--- src/rtl/ram_arb_pkg.sv ---
// Shared constants for the data RAM arbiter: RAM geometry and the access FSM encoding.
// Imported by the arbiter, the RAM wrapper and the bench.
package ram_arb_pkg;

    localparam int RAM_DEPTH  = 128;
    localparam int RAM_ADDR_W = 64;
    localparam int RAM_DATA_W = 64;

    typedef enum logic [1:0] {
        ST_IDLE   = 2'd0,
        ST_ACCESS = 2'd1,
        ST_RESP   = 2'd2
    } state_e;

endpackage

--- src/rtl/rr_arb2.sv ---
// Two-way round-robin grant selector; purely combinational.
// On a tie the port that did not win last time is chosen.
module rr_arb2 (
    input  logic [1:0] req,
    input  logic       last_grant,
    output logic       grant_valid,
    output logic       grant_idx
);

    // Winner selection from the request vector and the previous winner
    always_comb begin
        grant_valid = |req;
        case (req)
            2'b01:   grant_idx = 1'b0;
            2'b10:   grant_idx = 1'b1;
            2'b11:   grant_idx = ~last_grant;
            default: grant_idx = 1'b0;
        endcase
    end

endmodule

--- src/rtl/ram_access_arbiter.sv ---
// Shares a single-port data RAM between two requesters with round-robin arbitration,
// one access in flight at a time (grant -> RAM access -> response pulse).
module ram_access_arbiter
    import ram_arb_pkg::*;
#(
    parameter int ADDR_W = RAM_ADDR_W,
    parameter int DATA_W = RAM_DATA_W,
    parameter int DEPTH  = RAM_DEPTH
) (
    input  logic              clk,
    input  logic              reset,
    input  logic              req0_valid,
    output logic              req0_ready,
    input  logic              req0_write,
    input  logic [ADDR_W-1:0] req0_addr,
    input  logic [DATA_W-1:0] req0_wdata,
    input  logic              req1_valid,
    output logic              req1_ready,
    input  logic              req1_write,
    input  logic [ADDR_W-1:0] req1_addr,
    input  logic [DATA_W-1:0] req1_wdata,
    output logic              rsp0_valid,
    output logic [DATA_W-1:0] rsp0_rdata,
    output logic              rsp0_err,
    output logic              rsp1_valid,
    output logic [DATA_W-1:0] rsp1_rdata,
    output logic              rsp1_err,
    output logic              ram_mem_read,
    output logic              ram_mem_write,
    output logic [ADDR_W-1:0] ram_address,
    output logic [DATA_W-1:0] ram_write_data,
    input  logic [DATA_W-1:0] ram_read_data
);

    state_e            state_q, state_d;
    logic              last_grant_q, last_grant_d;
    logic              write_q, write_d;
    logic [ADDR_W-1:0] addr_q, addr_d;
    logic [DATA_W-1:0] wdata_q, wdata_d;
    logic              owner_q, owner_d;
    logic              err_q, err_d;
    logic [DATA_W-1:0] rdata_q, rdata_d;

    logic              grant_valid;
    logic              grant_idx;
    logic [ADDR_W-1:0] sel_addr;

    rr_arb2 u_rr_arb2 (
        .req         ({req1_valid, req0_valid}),
        .last_grant  (last_grant_q),
        .grant_valid (grant_valid),
        .grant_idx   (grant_idx)
    );

    assign sel_addr = grant_idx ? req1_addr : req0_addr;

    // Next-state, request latching and all outputs; every output is forced low while reset is high
    always_comb begin
        state_d        = state_q;
        last_grant_d   = last_grant_q;
        write_d        = write_q;
        addr_d         = addr_q;
        wdata_d        = wdata_q;
        owner_d        = owner_q;
        err_d          = err_q;
        rdata_d        = rdata_q;
        req0_ready     = 1'b0;
        req1_ready     = 1'b0;
        rsp0_valid     = 1'b0;
        rsp0_rdata     = '0;
        rsp0_err       = 1'b0;
        rsp1_valid     = 1'b0;
        rsp1_rdata     = '0;
        rsp1_err       = 1'b0;
        ram_mem_read   = 1'b0;
        ram_mem_write  = 1'b0;
        ram_address    = '0;
        ram_write_data = '0;

        case (state_q)
            ST_IDLE: begin
                if (grant_valid) begin
                    req0_ready   = ~grant_idx;
                    req1_ready   = grant_idx;
                    write_d      = grant_idx ? req1_write : req0_write;
                    addr_d       = sel_addr;
                    wdata_d      = grant_idx ? req1_wdata : req0_wdata;
                    owner_d      = grant_idx;
                    err_d        = (sel_addr >= ADDR_W'(DEPTH));
                    last_grant_d = grant_idx;
                    state_d      = ST_ACCESS;
                end else begin
                    state_d = ST_IDLE;
                end
            end
            ST_ACCESS: begin
                ram_address    = addr_q;
                ram_write_data = wdata_q;
                if (!err_q) begin
                    ram_mem_write = write_q;
                    ram_mem_read  = ~write_q;
                end else begin
                    ram_mem_write = 1'b0;
                    ram_mem_read  = 1'b0;
                end
                // Stores and out-of-range accesses return zero data
                if (!err_q && !write_q) begin
                    rdata_d = ram_read_data;
                end else begin
                    rdata_d = '0;
                end
                state_d = ST_RESP;
            end
            ST_RESP: begin
                if (owner_q) begin
                    rsp1_valid = 1'b1;
                    rsp1_rdata = rdata_q;
                    rsp1_err   = err_q;
                end else begin
                    rsp0_valid = 1'b1;
                    rsp0_rdata = rdata_q;
                    rsp0_err   = err_q;
                end
                state_d = ST_IDLE;
            end
            default: begin
                state_d = ST_IDLE;
            end
        endcase

        if (reset) begin
            req0_ready     = 1'b0;
            req1_ready     = 1'b0;
            rsp0_valid     = 1'b0;
            rsp0_rdata     = '0;
            rsp0_err       = 1'b0;
            rsp1_valid     = 1'b0;
            rsp1_rdata     = '0;
            rsp1_err       = 1'b0;
            ram_mem_read   = 1'b0;
            ram_mem_write  = 1'b0;
            ram_address    = '0;
            ram_write_data = '0;
        end else begin
            ram_mem_read   = ram_mem_read;
        end
    end

    // State and latched-request registers with synchronous reset
    always_ff @(posedge clk) begin
        if (reset) begin
            state_q      <= ST_IDLE;
            last_grant_q <= 1'b1;
            write_q      <= 1'b0;
            addr_q       <= '0;
            wdata_q      <= '0;
            owner_q      <= 1'b0;
            err_q        <= 1'b0;
            rdata_q      <= '0;
        end else begin
            state_q      <= state_d;
            last_grant_q <= last_grant_d;
            write_q      <= write_d;
            addr_q       <= addr_d;
            wdata_q      <= wdata_d;
            owner_q      <= owner_d;
            err_q        <= err_d;
            rdata_q      <= rdata_d;
        end
    end

endmodule

--- config.mk ---
export PLATFORM = sky130hd
export DESIGN_NAME = ram_access_arbiter
export DESIGN_NICKNAME = d
export VERILOG_FILES = /design/src/rtl/ram_arb_pkg.sv /design/src/rtl/rr_arb2.sv /design/src/rtl/ram_access_arbiter.sv
export SDC_FILE = /design/constraint.sdc
export NUM_CORES = 1
export LEC_CHECK = 0
export ABC_CLOCK_PERIOD_IN_PS = 1800
export BUFFER_PORTS_ARGS = -buffer_cell sky130_fd_sc_hd__clkbuf_2
export CORE_AREA = 2 2 228 230
export DETAILED_ROUTE_END_ITERATION = 10
export DIE_AREA = 0 0 230 232
export MAX_ROUTING_LAYER = met4
export SYNTH_ARGS = -nofsm -noshare
export SYNTH_HDL_FRONTEND = slang
export SYNTH_HIERARCHICAL = 1
export SYNTH_SLANG_ARGS = --single-unit
--- constraint.sdc ---
create_clock -name clk -period 1.8 [get_ports clk]
set_input_delay 0.18 -clock clk [delete_from_list [all_inputs] [get_ports clk]]
set_output_delay 0.18 -clock clk [all_outputs]
set_load 0.02 [all_outputs]
Word-level counts from Yosys, hierarchy flattened
Index checks and enable logic that the tools add are counted.

word-level totals
  output and inout port bits = 264
  memories = 0
  bits in registers = 198
  input port bits = 326
  logic and storage cells = 63
  bits in read-only memories = 0
  bits in writable memories = 0
  latch bits = 0

operators by class
  div/mod/pow operators = 0
  reduce and logical (&&, ||, !) cells = 6
  add/subtract/negate cells = 0
  magnitude comparators = 1
  bitwise operators = 3
  mux-type cells = 41
  multipliers = 0
  shifts and indexed selects = 0
  equal/unequal tests = 4

operator list
  operator             number
  $mux 64              13
  $ge 64x8->1 const B  1
  $mux 1               26
  $eq 2x2->1 const B   3
  $pmux 2 s2           1
  $not 1->1            3
  $eq 2x1->1 const B   1
  $logic_not 1->1      2
  $logic_not 2->1      1
  $pmux 1 s2           1
  $reduce_and 2->1     1
  $reduce_or 2->1      1
  $logic_and 1x1->1    1

Longest topological paths before layout
Gate-level depths: netlist of run 1.

  depth in word-level cells = 6
  mapped depth = 7
  depth with buffers taken out = 6

Cells and area by module
Netlist of run 1, hierarchy kept.

modules (own cells, without submodules)
  module              area an instance (µm²)  instances  cells an instance  sequential area each (µm²)
  ram_access_arbiter  9701.8                  1          1068               3963.8
  rr_arb2             13.8                    1          2                  0.0

Worst setup path after synthesis of run 1
OpenSTA, ideal clock, no wires.

  kind = reg-to-output
  start point = register state_q[1]
  end point = output port rsp1_rdata[14]
  buffers on the path = 2
  slack = 183 ps
  required time = 1620 ps
  stages on the path, launching flop included = 6
  arrival = 1437 ps
  cells stage by stage = dfxtp_1 -> inv_1 -> nor4b_2 -> clkbuf_1 -> clkbuf_1 -> and2_1

between the ends
  longest elaborated chain between the ends = 3

ends and longest elaborated chain
  element                 line                       text
  start, declared         ram_access_arbiter.sv:35   state_e state_q, state_d;
  start signal, assigned  ram_access_arbiter.sv:161  state_q <= state_d;
  $eq 2x2->1              ram_access_arbiter.sv:80   case (state_q)
  $mux 64                 ram_access_arbiter.sv:80
  $mux 64                 ram_access_arbiter.sv:131  if (reset) begin
  end, declared           ram_access_arbiter.sv:26   output logic [DATA_W-1:0] rsp1_rdata,

No other way between the ends.

Worst setup path after layout of run 1
  start point = register state_q[0]
  end point = output port rsp1_rdata[10]

Same word-level chain as after synthesis.

==> impl_metrics.py, run 1 <==
metrics = {
    "sta": {
        "slew_headroom_pct": 46.3,
        "worst_slack_ns": -0.353,
        "slew_viol_final": 0,
        "final_hold_viol_count": 0,
        "setup_violations": 310,
        "tightest_slew_ns": 0.805,
        "setup_tns_ns": -71.44,
        "fin_crit_sh_pct": 120,
        "rsz0062_at_grt": "yes",
        "max_freq_mhz": 464,
        "fin_skew_ns": 0.0119,
        "fin_crit_ns": 2.15,
        "whs_ns": 0.0326,
    },
    "power_and_ir_drop": {
        "p_seq_share_pct": 41.6,
        "switching_share_pct": 30.0,
        "comb_power_share_pct": 24.4,
        "clock_power_share_pct": 34.0,
        "internal_power_mw": 8.66,
        "cellPowerDensity_nw_per_um2": 630,
        "ir_worst_vdd_mv": 0.678,
        "power_leakage_nw": 8.84,
        "switchingPower_mw": 3.72,
    },
    "global_routing": {
        "track_usage_pct": 19.6,
        "grt_max_degree": 131,
        "antenna_found_initial": 0,
        "grt_pass1_wl_um": 75400,
        "grt_pass1_vias": 12000,
        "grt_overflow": 0,
    },
    "clock_tree": {
        "clk_transition_reported_paths_ns": 0.07,
        "numClockSinks": 198,
        "clkLatencyLatePin_ns": 0.48,
        "cts-root-buf": "clkbuf_16",
        "cts_buffer_depth": 2,
        "cts_tree": "done",
        "numCtsBuffers": 17,
        "cts_max_level": 4,
    },
    "routing": {
        "drc": 7,
        "drt-total-wl_um": 55500,
        "ant_nets": 0,
        "firstDrtPassIters": 9,
        "vias": 11600,
        "wl_per_cell_um": 21.8,
        "via_per_inst": 4.58,
        "drt-initial-drc-count": 526,
    },
    "status": {
        "status": "finished with violations",
        "violations": "DRC, setup timing",
    },
    "synth": {
        "synth_top_family_by_area": "simple AND/OR/NAND/NOR gates",
        "synth.avg_cell_area_um2": 9.08,
        "synth_compound_area_share_pct": 16.2,
        "synth_mux_area_share_pct": 13.3,
        "synth-simple-area-share_pct": 25.2,
        "synth_fp_nets": 1396,
        "synthXorXnorAreaFrac_pct": 0,
        "yosysWarnings": 6,
        "synth_area_um2": 9720,
        "synthCells": 1070,
        "synthAdderAreaFrac_pct": 0,
        "ys_ff_latch": 198,
        "ys_seq_area_share_pct": 40.8,
        "synth_cell_types": 29,
    },
    "floorplan": {
        "pin_count": 590,
        "num_rows": 83,
        "die_width_um": 230,
        "die_area_um2": 53400,
        "chipHeight_um": 232,
        "core_area_um2": 50900,
        "initial_utilization_pct": 19.1,
    },
    "worst_setup_path": {
        "worstPathArrival_ns": 1.97,
        "startpoint_type": "register",
        "required_ns": 1.62,
        "path_class": "reg2out",
        "path_max_fanout": 8,
        "end_kind": "output port",
    },
    "finish": {
        "area_delta_synth_final_pct": 102,
        "nFillCells": 4772,
        "finish.net_count": 2174,
        "register_area_um2": 3970,
        "post-route-util_pct": 38.6,
        "multi_input_area_um2": 5840,
        "stdcell_count": 2542,
        "layout-drive-gt1-share_pct": 50.1,
    },
    "placement": {
        "dp_cells": 2302,
        "routabilityCongestion": 1.09,
        "dp_hpwl_um": 34500,
        "io_buffers": 589,
    },
    "flow_run": {
        "max-cap-violations": 0,
    },
    "min_path": {
        "min-delay-path-class": "in2reg",
    },
}
==> routing by layer <==
metal / wire length, um / track usage [%] / part of all wire [%] / up-vias
li1: - / - / - / 5365
met1: 19600 / 19.3 / 35 / 5528
met2: 28300 / 34.3 / 51 / 602
met3: 3440 / 4.51 / 6.2 / 146
met4: 4110 / 13.6 / 7.4 / 0
met5: 0 / - / 0 / -
==> power groups by stage <==
stage / clock [mW] / combinational, mW / sequential, mW
floorplan: 0 / 1.30 / 5.04
finish: 4.21 / 3.02 / 5.14
global route: 4.52 / 3.25 / 5.17
CTS: 4.38 / 2.90 / 5.12
global placement: 0 / 2.25 / 5.18
detailed placement: 0 / 2.27 / 5.20
==> cells by family (layout without fill, tap and decap cells) <==
| logic type | count (synthesis) | in the layout |
|---|---|---|
| multiplexers | 129 | 129 |
| other | 0 | 1 |
| flip-flops | 198 | 198 |
| AO/OA/AOI/OAI | 200 | 200 |
| AND/OR/NAND/NOR | 442 | 442 |
| buffers and inverters | 101 | 892 |
==> stage by stage <==
| stage | area [um^2] | power (mW) | setup slack, ns |
|---|---|---|---|
| floorplan | 9720 | 6.34 | 0.183 |
| global placement | 13800 | 7.43 | -0.0432 |
| detailed placement | 13800 | 7.47 | -0.0967 |
| CTS | 18900 | 12.4 | -0.390 |
| global route | 19600 | 12.9 | -0.441 |
| finish | 19600 | 12.4 | -0.353 |
==> layout make-up <==
type                       instances  share of cell area, %
multi-input combinational        771                   29.7
clock inverter                    12                  0.841
tap                              680                   4.33
timing repair buffer             859                   42.5
sequential                       198                   20.2
antenna                            1                 0.0127
clock buffer                      20                   2.32
inverter                           1                 0.0446
==> worst paths after layout <==
check / start / endpoint / slack [ns] / cells past startpoint
max reg2reg: last_grant_q / err_q / -0.10 / 7
min: req0_wdata[53] / wdata_q[53] / 0.03 / 3
min reg2reg: addr_q[36] / addr_q[36] / 0.50 / 2
max: state_q[0] / rsp1_rdata[10] / -0.35 / 7
==> state kept, by name, indices dropped and copies added (netlist names) <==
| register | count |
|---|---|
| wdata_q | 64 |
| rdata_q | 64 |
| state_q | 2 |
| write_q | 1 |
| addr_q | 64 |
| last_grant_q | 1 |
| err_q | 1 |
| owner_q | 1 |
==> timing repair <==
action                                  CTS  global route
endpoints found under the hold margin   115             0
buffers inserted                         20             5
endpoints found under the setup margin  265           339
hold buffers                            155             0
gates resized for setup                 567           272
gates cloned                             22             9
pin swaps                                59             7
==> critical path: stages, from the launching register on <==
cell       delay, ns
dfxtp_2         0.33
buf_6           0.13
nor4b_4         0.29
buf_6           0.17
buf_12          0.15
clkbuf_16       0.17
and2_4          0.15
buf_8           0.10
==> synthesized netlist by cell type <==
| library cell | n | share of area (%) |
|---|---|---|
| a211oi_1 | 129 | 10 |
| a21boi_1 | 1 | 0.077 |
| a21oi_1 | 3 | 0.15 |
| a22o_1 | 64 | 5.8 |
| a311oi_1 | 1 | 0.090 |
| and2_1 | 260 | 17 |
| and3b_1 | 1 | 0.090 |
| buf_1 | 4 | 0.15 |
| buf_2 | 33 | 1.7 |
| buf_4 | 6 | 0.46 |
| clkbuf_1 | 57 | 2.2 |
| dfxtp_1 | 198 | 41 |
| inv_1 | 1 | 0.039 |
| mux2i_1 | 129 | 13 |
| nand2_1 | 4 | 0.15 |
| nand3_1 | 1 | 0.051 |
| nand4_1 | 7 | 0.45 |
| nor2_1 | 134 | 5.2 |
| nor3_1 | 1 | 0.051 |
| nor3b_1 | 1 | 0.077 |
| nor3b_2 | 1 | 0.13 |
| nor4_1 | 27 | 1.7 |
| nor4_2 | 1 | 0.13 |
| nor4b_1 | 1 | 0.090 |
| nor4b_2 | 1 | 0.15 |
| o21ai_0 | 1 | 0.051 |
| o31ai_1 | 1 | 0.077 |
| or2_1 | 1 | 0.064 |
| or3_1 | 1 | 0.064 |
==> layout by cell type (no fill, tap or decap), types with 2 or more instances in the layout <==
cell | synthesis | routed
buf_16 | 0 | 21
inv_6 | 0 | 4
nand2_1 | 4 | 4
clkbuf_16 | 0 | 25
nor3b_4 | 0 | 2
clkinv_2 | 0 | 2
nand4_1 | 7 | 7
mux2i_1 | 129 | 129
buf_4 | 6 | 58
bufinv_16 | 0 | 3
clkbuf_4 | 0 | 5
inv_8 | 0 | 2
and2_4 | 0 | 189
clkbuf_2 | 0 | 349
buf_8 | 0 | 95
a22o_1 | 64 | 64
a21oi_1 | 3 | 2
dfxtp_1 | 198 | 196
dlygate4sd3_1 | 0 | 155
clkbuf_8 | 0 | 99
nor2_1 | 134 | 134
and2_1 | 260 | 71
a211oi_1 | 129 | 129
nor4_1 | 27 | 27
buf_12 | 0 | 25
buf_6 | 0 | 45
(Power assumes the default switching activity.)
==> inputs of run 2 (changes only) <==
Settings changed: CORE_AREA 2 2 228 230 to 2 2 231 233, DIE_AREA 0 0 230 232 to 0 0 233 235, RECOVER_POWER from default to 100, SYNTH_HIERARCHICAL 1 to default.
==> impl_metrics.py, run 2 <==
metrics = {
    "finish": {
        "stdcell_count": 2704,
        "layout_common_cells": "326 x clkbuf_2, 320 x dlygate4sd3_1, 228 x and2_4, 195 x dfxtp_1, 162 x buf_6",
        "stdcell_area_um2": 20800,
        "reg.largest.list": "addr_q: 64 flops, rdata_q: 64 flops, wdata_q: 64 flops",
        "final_common_cell": "clkbuf_2",
        "post-route-util_pct": 39.8,
        "finish.net_count": 2326,
        "nFillCells": 4723,
        "layout-drive-gt1-share_pct": 48.4,
        "area_delta_synth_final_pct": 127,
    },
    "clock_tree": {
        "numCtsBuffers": 17,
        "clkLatencyLatePin_ns": 0.49,
        "clk_transition_reported_paths_ns": 0.08,
        "cts_max_level": 4,
        "cts-root-buf": "clkbuf_16",
        "cts_buffer_depth": 2,
        "numClockSinks": 198,
        "cts_tree": "done",
    },
    "routing": {
        "drc": 0,
        "drt-initial-drc-count": 996,
        "vias": 13100,
        "wl_per_cell_um": 21.6,
        "met3_length_um": 4290,
        "via_per_inst": 4.84,
        "drt-total-wl_um": 58300,
        "met2_wirelength_um": 29000,
        "ant_nets": 0,
        "maxUsedRoutingLayer": "met4",
        "wirelength_met1_um": 21600,
        "firstDrtPassIters": 9,
    },
    "floorplan": {
        "die_area_um2": 54800,
        "die_width_um": 233,
        "core_area_um2": 52200,
        "chipHeight_um": 235,
        "num_rows": 84,
        "initial_utilization_pct": 17.5,
        "pin_count": 590,
    },
    "placement": {
        "io_buffers": 589,
        "dp_cells": 2282,
        "dp_hpwl_um": 30500,
        "routabilityCongestion": 0.935,
        "placed_area_um2": 13100,
    },
    "power_and_ir_drop": {
        "switching_share_pct": 30.4,
        "clock_power_share_pct": 32.8,
        "comb_power_share_pct": 26.5,
        "switchingPower_mw": 3.79,
        "power_leakage_nw": 9.26,
        "internal_power_mw": 8.68,
        "ir_worst_vdd_mv": 0.683,
        "p_seq_share_pct": 40.7,
        "cellPowerDensity_nw_per_um2": 601,
    },
    "sta": {
        "fin_skew_ns": 0.0206,
        "fin_crit_ns": 2.16,
        "max_freq_mhz": 463,
        "setup_tns_ns": -84.65,
        "tightest_slew_ns": 0.611,
        "final_hold_viol_count": 0,
        "rsz0062_at_grt": "yes",
        "slew_headroom_pct": 59.0,
        "setup_violations": 380,
        "slew_viol_final": 0,
        "worst_slack_ns": -0.358,
        "whs_ns": 0.0620,
        "fin_crit_sh_pct": 120,
    },
    "global_routing": {
        "grt_max_degree": 73,
        "grt_pass1_vias": 12700,
        "grt_overflow": 0,
        "track_usage_pct": 17.9,
        "grt_pass1_wl_um": 72700,
        "antenna_found_initial": 3,
    },
    "worst_setup_path": {
        "rrSetupSlack_ns": -0.21,
        "end_kind": "output port",
        "path_max_fanout": 5,
        "reg2reg_to": "rdata_q[15]",
        "timing.rr.start": "state_q[0]",
        "path_class": "reg2out",
        "critPathCapture": "rsp0_rdata[47]",
        "reg2regPathDepth": 10,
        "required_ns": 1.62,
        "startpoint_type": "register",
        "crit_start": "state_q[0]",
        "worstPathArrival_ns": 1.98,
    },
    "synth": {
        "yosysMostFrequentCell": "and2_1",
        "yosys.area.top_type": "dfxtp_1",
        "ys_ff_latch": 198,
        "async_reset_ff_share_pct": 0,
        "ys_seq_area_share_pct": 43.3,
        "yosysWarnings": 0,
        "synthCells": 1067,
        "synthFlopType": "dfxtp_1",
        "synth_area_um2": 9150,
        "synth_top_area_share_pct": 43.3,
        "synth.avg_cell_area_um2": 8.57,
        "yosys-top-cells-count": "258 x and2_1, 198 x dfxtp_1, 136 x nor2_1, 119 x nand2_1, 70 x a222oi_1",
        "synth_area_leaders": "dfxtp_1 43%, and2_1 18%, a222oi_1 7.7%",
        "synth_fp_nets": 1393,
        "synth_edf_count": 0,
        "synth_cell_types": 32,
    },
    "flow_run": {
        "max-cap-violations": 0,
    },
    "min_path": {
        "min-delay-path-class": "in2reg",
    },
    "status": {
        "violations": "setup timing",
        "status": "finished with violations",
    },
}
==> run 2: worst min-delay path by stage <==
stage	from	end	slack (ns)	cells after the start
global placement	ram_read_data[0]	rdata_q[0]	0.40	2
CTS	req1_wdata[1]	wdata_q[1]	0.007	3
detailed placement	ram_read_data[61]	rdata_q[61]	0.40	2
floorplan	ram_read_data[0]	rdata_q[0]	0.31	1
finish	req1_wdata[1]	wdata_q[1]	0.06	3
global route	req1_wdata[1]	wdata_q[1]	0.07	3
==> run 2: area by class of cell <==
type,instances,area [um^2],area share [%]
Sequential cell,198,3970,19.1
Timing Repair Buffer,1018,9920,47.8
Antenna cell,3,7.51,0.0361
Inverter,1,8.76,0.0422
Tap cell,688,861,4.15
Clock inverter,11,138,0.663
Multi-Input combinational cell,764,5410,26.0
Clock buffer,21,460,2.22
==> run 2: power by group through the flow <==
stage	logic, mW	clock network, mW	registers (mW)
finish	3.31	4.09	5.08
global route	3.51	4.35	5.11
CTS	2.94	4.19	5.02
detailed placement	2.09	0	5.11
global placement	2.06	0	5.10
floorplan	1.17	0	5.01
==> run 2: timing repair <==
item | CTS | global route
hold buffers | 320 | 0
cloned | 13 | 28
setup endpoints to repair | 266 | 343
hold endpoints to repair | 194 | 0
pin swaps | 38 | 113
resized for setup | 391 | 669
setup buffers | 12 | 18
==> run 2: logic make-up after synthesis <==
group,Yosys count,synth area share [%]
buffers and inverters,105,5.01
AOI/OAI and AO/OA,206,20.3
and+or+nand+nor,558,31.4
DFF,198,43.3
==> run 2: per-stage QoR <==
step / total power, mW / worst slack [ns]
floorplan: 6.18 / 0.166
global placement: 7.15 / -0.0797
detailed placement: 7.20 / -0.0217
CTS: 12.1 / -0.399
global route: 13.0 / -0.444
finish: 12.5 / -0.358
==> run 2: worst max-delay path, stage by stage, from the launching register on <==
cell and delay (ns):
dfxtp_2 0.35, buf_6 0.13, nor4_4 0.31, buf_6 0.24, buf_12 0.15, and2_4 0.17
buf_6 0.12
==> run 2: routing by layer <==
layer | vias to the layer above | track usage, %
li1 | 5696 | -
met5 | - | -
met4 | 0 | 11.3
met3 | 247 | 3.45
met1 | 6188 | 19.0
met2 | 954 | 30.4
